[config.mk]
export PLATFORM = sky130hd
export DESIGN_NAME = minv_result_unload
export DESIGN_NICKNAME = d
export VERILOG_FILES = /design/src/rtl/minv_pkg.sv /design/src/rtl/minv_result_unload.sv
export SDC_FILE = /design/constraint.sdc
export NUM_CORES = 1
export LEC_CHECK = 0
export ABC_AREA = 1
export BUFFER_PORTS_ARGS = -buffer_cell sky130_fd_sc_hd__buf_4
export CAP_MARGIN = 20
export CORE_UTILIZATION = 38
export CTS_CLUSTER_SIZE = 14
export DETAILED_ROUTE_END_ITERATION = 16
export PLACE_DENSITY = 0.84
export SYNTH_ARGS = -nofsm -noshare
export SYNTH_HDL_FRONTEND = slang
export SYNTH_SLANG_ARGS = --single-unit
[constraint.sdc]
create_clock -name clk -period 1.5 [get_ports clk]
set_clock_uncertainty 0.1 [all_clocks]
set_input_delay 0.225 -clock clk [delete_from_list [all_inputs] [get_ports clk]]
set_output_delay 0.225 -clock clk [all_outputs]
set_load 0.02 [all_outputs]
[src/rtl/minv_pkg.sv]
`default_nettype none
// ============================================================================
//  Module   : minv_pkg
//  Brief    : Shared types and constants for the MINV/MDIV result unload path.
//  Revision : 1.0
// ============================================================================
package minv_pkg;

    localparam int MINV_WIDTH = 16;
    localparam int MINV_WORDS = 16;
    localparam int MINV_CNT_W = $clog2(MINV_WORDS);

    typedef enum logic [1:0] {
        ST_IDLE   = 2'd0,
        ST_STREAM = 2'd1,
        ST_ERR    = 2'd2,
        ST_FIN    = 2'd3
    } minv_state_t;

endpackage : minv_pkg
`default_nettype wire

[src/rtl/minv_result_unload.sv]
`default_nettype none
// ============================================================================
//  Module   : minv_result_unload
//  Brief    : Streams the x1/x2 cyclic result register to the host, LSW first.
//  Revision : 1.0
// ============================================================================
module minv_result_unload
    import minv_pkg::*;
#(
    parameter int WIDTH = MINV_WIDTH,
    parameter int WORDS = MINV_WORDS
) (
    input  logic             clk,
    input  logic             rst,
    input  logic             start,
    input  logic             res_sel,
    input  logic             minv_flag,
    input  logic [WIDTH-1:0] regx1out,
    input  logic [WIDTH-1:0] regx2out,
    output logic             regx1_cyc,
    output logic             regx2_cyc,
    output logic [WIDTH-1:0] dataout,
    output logic             dout_valid,
    input  logic             dout_ready,
    output logic             dout_last,
    output logic             dout_err,
    output logic             busy,
    output logic             done
);

    localparam int                CNT_W  = (WORDS > 1) ? $clog2(WORDS) : 1;
    localparam logic [CNT_W-1:0]  c_LAST = CNT_W'(WORDS - 1);

    minv_state_t        r_state;
    minv_state_t        w_state_nxt;
    logic [CNT_W-1:0]   r_count;
    logic               r_sel;
    logic               r_flag;
    logic               w_beat;
    logic               w_last;

    assign w_last = (r_count == c_LAST);

    always_ff @(posedge clk) begin
        if (rst) begin
            r_state <= ST_IDLE;
            r_count <= '0;
            r_sel   <= 1'b0;
            r_flag  <= 1'b0;
        end else begin
            r_state <= w_state_nxt;
            if (r_state == ST_IDLE && start) begin
                r_sel   <= res_sel;
                r_flag  <= minv_flag;
                r_count <= '0;
            end else if (r_state == ST_STREAM && w_beat) begin
                // Cleared explicitly so non power-of-two WORDS also restart at zero.
                r_count <= w_last ? '0 : r_count + 1'b1;
            end
        end
    end

    always_comb begin
        w_state_nxt = r_state;
        w_beat      = 1'b0;
        regx1_cyc   = 1'b0;
        regx2_cyc   = 1'b0;
        dataout     = '0;
        dout_valid  = 1'b0;
        dout_last   = 1'b0;
        dout_err    = 1'b0;
        busy        = 1'b0;
        done        = 1'b0;

        case (r_state)
            ST_IDLE: begin
                if (start) begin
                    w_state_nxt = minv_flag ? ST_ERR : ST_STREAM;
                end
            end
            ST_STREAM: begin
                busy       = 1'b1;
                dout_valid = 1'b1;
                dout_last  = w_last;
                dataout    = r_sel ? regx2out : regx1out;
                w_beat     = dout_ready;
                // Rotate in the accepting cycle so the next word is ready at the next edge.
                regx1_cyc  = w_beat & ~r_sel;
                regx2_cyc  = w_beat &  r_sel;
                if (w_beat && w_last) begin
                    w_state_nxt = ST_FIN;
                end
            end
            ST_ERR: begin
                busy       = 1'b1;
                dout_valid = 1'b1;
                dout_last  = 1'b1;
                dout_err   = r_flag;
                if (dout_ready) begin
                    w_state_nxt = ST_FIN;
                end
            end
            ST_FIN: begin
                done        = 1'b1;
                w_state_nxt = ST_IDLE;
            end
            default: begin
                w_state_nxt = ST_IDLE;
            end
        endcase
    end

endmodule : minv_result_unload
`default_nettype wire

## Word level (Yosys, flattened, before mapping)

Cells that the tools add are included.

| operators by class | value |
|---|---|
| add/sub/neg operators | 1 |
| equal/unequal tests | 7 |
| mux-type cells | 15 |
| bitwise gates (word level) | 3 |
| reduce and logical (&&, ||, !) cells | 7 |

Operator list:

| cell | number |
|---|---|
| $mux 16 | 2 |
| $mux 2 | 4 |
| $pmux 2 s4 | 1 |
| $mux 1 | 6 |
| $add 4x1->4 const B | 1 |
| $eq 2x2->1 const B | 2 |
| $eq 4x4->1 const B | 1 |
| $mux 4 | 1 |
| $ne 2x2->1 const B | 2 |
| $reduce_or 2->1 | 2 |
| $logic_and 1x1->1 | 3 |
| $reduce_and 3->1 | 1 |
| $and 1x1->1 | 2 |
| $eq 2x1->1 const B | 1 |
| $logic_not 2->1 | 1 |
| $ne 2x1->1 const B | 1 |
| $pmux 1 s2 | 1 |
| $not 1->1 | 1 |

| storage, ports and cells | value |
|---|---|
| register bits after elaboration | 8 |
| bits of input ports | 38 |
| output and inout port bits | 23 |
| word-level logic and storage cells | 37 |

## Logic depth before layout (Yosys ltp)

| depth | value |
|---|---|
| word-level depth | 4 |
| depth in mapped cells | 9 |
| depth with buffers taken out | 9 |

## Worst setup path after synthesis

OpenSTA, ideal clock, no wires.

| timing | value |
|---|---|
| path type | register to output |
| start point | reg r_state[1] |
| end point | out dataout[0] |
| arrival time | 1242 ps |
| data required time | 1175 ps |
| path slack | -67 ps |
| stages on the path, launching flop included | 7 |
| buffers on the path | 2 |
| cells stage by stage | dfxtp_1 -> inv_1 -> ha_1 -> buf_6 -> buf_2 -> o21ai_0 -> nor2_1 |

| between the ends | value |
|---|---|
| cells in the longest elaborated chain, start to end | 2 |

Ends and longest elaborated chain:

| element | line | source |
|---|---|---|
| from (decl) | minv_result_unload.sv:34 | `minv_state_t r_state;` |
| from (signal assigned) | minv_result_unload.sv:51 | `r_state <= w_state_nxt;` |
| $eq 2x1->1 | minv_result_unload.sv:75 | `case (r_state)` |
| $mux 16 | minv_result_unload.sv:75 |  |
| to (decl) | minv_result_unload.sv:22 | `output logic [WIDTH-1:0] dataout,` |

No other way between the ends.

## Worst setup path in the final report

| timing | value |
|---|---|
| start point | reg r_state[1] |
| end point | out dataout[4] |

Same word-level chain as after synthesis.

==> flow_metrics.tcl <==
set metrics [dict create \
    routedWlPerCell_um 13.67 \
    clk_latency_ns 0.27 \
    dp.cells 208 \
    dieHeight_um 46.04 \
    synth_area_leader_cell "dfxtp_1" \
    start_util_pct 41.77 \
    clock_path_buffers 2 \
    grtUsageMet1_pct 21.99 \
    grt-ovfl-total 0 \
    groute.layer.met2.usage_pct 51.27 \
    viasPerCell 5.132 \
    dieArea_um2 2120 \
    layout_setup_ws_ns -0.1758 \
    vias 1124 \
    yosysSeqAreaShare_pct 21.73 \
    met3_usage_pct 4.762 \
    cts_htree_levels 1 \
    antenna_cells 0 \
    irDropWorstVdd_mv 1.049 \
    gp_congestion 0.7481 \
    worstSetupStartpointType "register" \
    rows 15 \
    worstSetupPathType "reg -> out" \
    slowest_delay_ns 0.32 \
    synth_nets 169 \
    grt_pass1_wl_um 3822 \
    die_x_um 46.04 \
    worstPathCellList "inv_2 > ha_4 > buf_6 > o21ai_1 > nor2_1 > buf_4" \
    synth_seq_cells 8 \
    synth_top_area_share_pct 21.73 \
    drc 0 \
    cts_tree "done" \
    drive_above_1_share_pct 58.25 \
    rsz0062_at_grt "yes" \
    cp_num_buf_inv 3 \
    syn_area_um2 737.0 \
    fmax_ghz 0.5967 \
    p_per_area_nw_per_um2 1343 \
    grt_pass1_vias 979 \
    crit_family "buffers and inverters" \
    nNetsFinal 240 \
    yosysUniqueCellTypes 20 \
    outcome "finished, violations left" \
    syn2layout_area_growth_pct 104.6 \
    leakage_uw 0.0007326 \
    slew_headroom_pct 80.48 \
    final_common_cell "buf_4" \
    synth.area.top_cells "dfxtp_1, nor2_1, o21ai_0" \
    setup_viol 19 \
    power_uw 2025 \
    critPathCaptureType "output pin" \
    wl_um 2994 \
    first_iter_violations 12 \
    antenna_found_initial 0 \
    firstDrtPassIters 4 \
    dp.final_hpwl_um 1897 \
    io_pins 61 \
    fin_crit_ns 1.676 \
    crit_arrival_ns 1.35 \
    grt-busiest-layer "met2" \
    worstMarginPinSlew_ns 0.2924 \
    yosysWarnings 0 \
    hold_path.class "in -> reg" \
    numCtsBuffers 3 \
    synth_cells 125 \
    most-common-layout-cells "buf_4, nor2_1, nand2_1" \
    path_clk_slew_ns 0.06 \
    hold_viol 0 \
    slowest_stage "dfxtp_2" \
    final_cells 219 \
    crit_fanout 5 \
    cts-root-buf "clkbuf_4" \
    violations "setup timing" \
    grt_max_degree 19 \
    ant_nets 0 \
    crit_required_ns 1.17 \
    finalMaxSlewViolations 0 \
    cap_violations 0 \
    core_um2 1764 \
    gr-usage-all-layers_pct 25.43 \
    synth_area_per_cell_um2 5.896 \
    cts.sinks 8 \
    fin_crit_sh_pct 111.7 \
    io_buffer_count 60 \
]
-- worst paths after layout --
kind,startpoint,to,slack [ns],cells past startpoint
worst max-delay path,r_state[1]$_SDFFE_PP0P_,dataout[4],-0.18,6
worst min-delay path,rst,r_state[0]$_SDFFE_PP0P_,0.16,4
worst max register to register,r_state[1]$_SDFFE_PP0P_,r_count[2]$_SDFFE_PP0P_,0.06,8
worst min register to register,r_flag$_SDFFE_PP0P_,r_flag$_SDFFE_PP0P_,0.36,2
-- kinds of logic after synthesis --
family | count (synthesis) | synth area share [%]
AND/OR/NAND/NOR | 67 | 37.01
adder cells (fa/ha/maj) | 6 | 10.19
flip-flops | 8 | 21.73
AO/OA/AOI/OAI | 27 | 19.86
buffers and inverters | 17 | 11.20
-- worst register-to-register path: stages (launching register included) --
cell,delay (ns)
dfxtp_2,0.32
inv_2,0.08
ha_4,0.19
buf_12,0.14
nand2_8,0.07
inv_2,0.09
nand2_2,0.06
or2_0,0.20
a21oi_1,0.13
-- area by class of cell --
class | count | area [µm²]
timing repair buffer | 72 | 616.8
inverter | 11 | 41.29
tap | 25 | 31.28
multi-input combinational | 100 | 624.3
fill | 105 | 256.5
sequential | 8 | 171.4
clock buffer | 3 | 22.52
-- metrics by stage --
| step | cell area (µm²) | hold slack [ns] | worst slack, ns | setup TNS (ns) | util (%) |
|---|---|---|---|---|---|
| after floorplan | 764.5 | 0.2971 | 0.01061 | 0 | - |
| after global placement | 1235 | 0.3345 | 0.02717 | 0 | 70.00 |
| after detailed placement | 1235 | 0.3493 | -0.03831 | -0.08475 | 70.00 |
| after CTS | 1444 | 0.1318 | -0.1131 | -1.723 | 81.84 |
| after global routing | 1508 | 0.1789 | -0.2080 | -3.463 | 85.46 |
| final | 1508 | 0.1597 | -0.1758 | -2.240 | 85.46 |
-- cells in the mapped netlist --
cell type,count
ha_1,6
nand3_1,1
nor3b_1,1
buf_6,1
nand2_1,18
nor2_1,42
o21a_1,1
inv_2,2
o21bai_1,2
o21ai_2,1
dfxtp_1,8
or2_0,1
inv_1,9
o21ai_0,19
nand3_2,1
nand2_2,3
clkbuf_2,1
a21oi_1,4
buf_4,2
buf_2,2
-- flip-flops by register name (all words and copies together), names as in the netlist --
signal	cells
r_count	4
r_flag	1
r_sel	1
r_state	2
-- repair_timing --
item | 4_1_cts | 5_1_grt
gates cloned | 0 | 1
setup buffers | 6 | 1
hold buffers | 0 | 0
gates resized for setup | 47 | 13
pin swaps | 12 | 13
setup endpoints to repair | 24 | 24
-- layer usage --
| metal | share of wire, % | up-vias |
|---|---|---|
| met5 | 0 | - |
| li1 | - | 533 |
| met4 | 3.1 | 0 |
| met3 | 9.6 | 10 |
| met1 | 33 | 516 |
| met2 | 54 | 65 |
-- where the power goes --
| group | switching [µW] | total (µW) | internal, µW |
|---|---|---|---|
| Sequential | 47.9 | 308 | 260 |
| Clock | 86.7 | 179 | 92.5 |
| Combinational | 803 | 1540 | 735 |
Power figures use the tool's default switching activity.
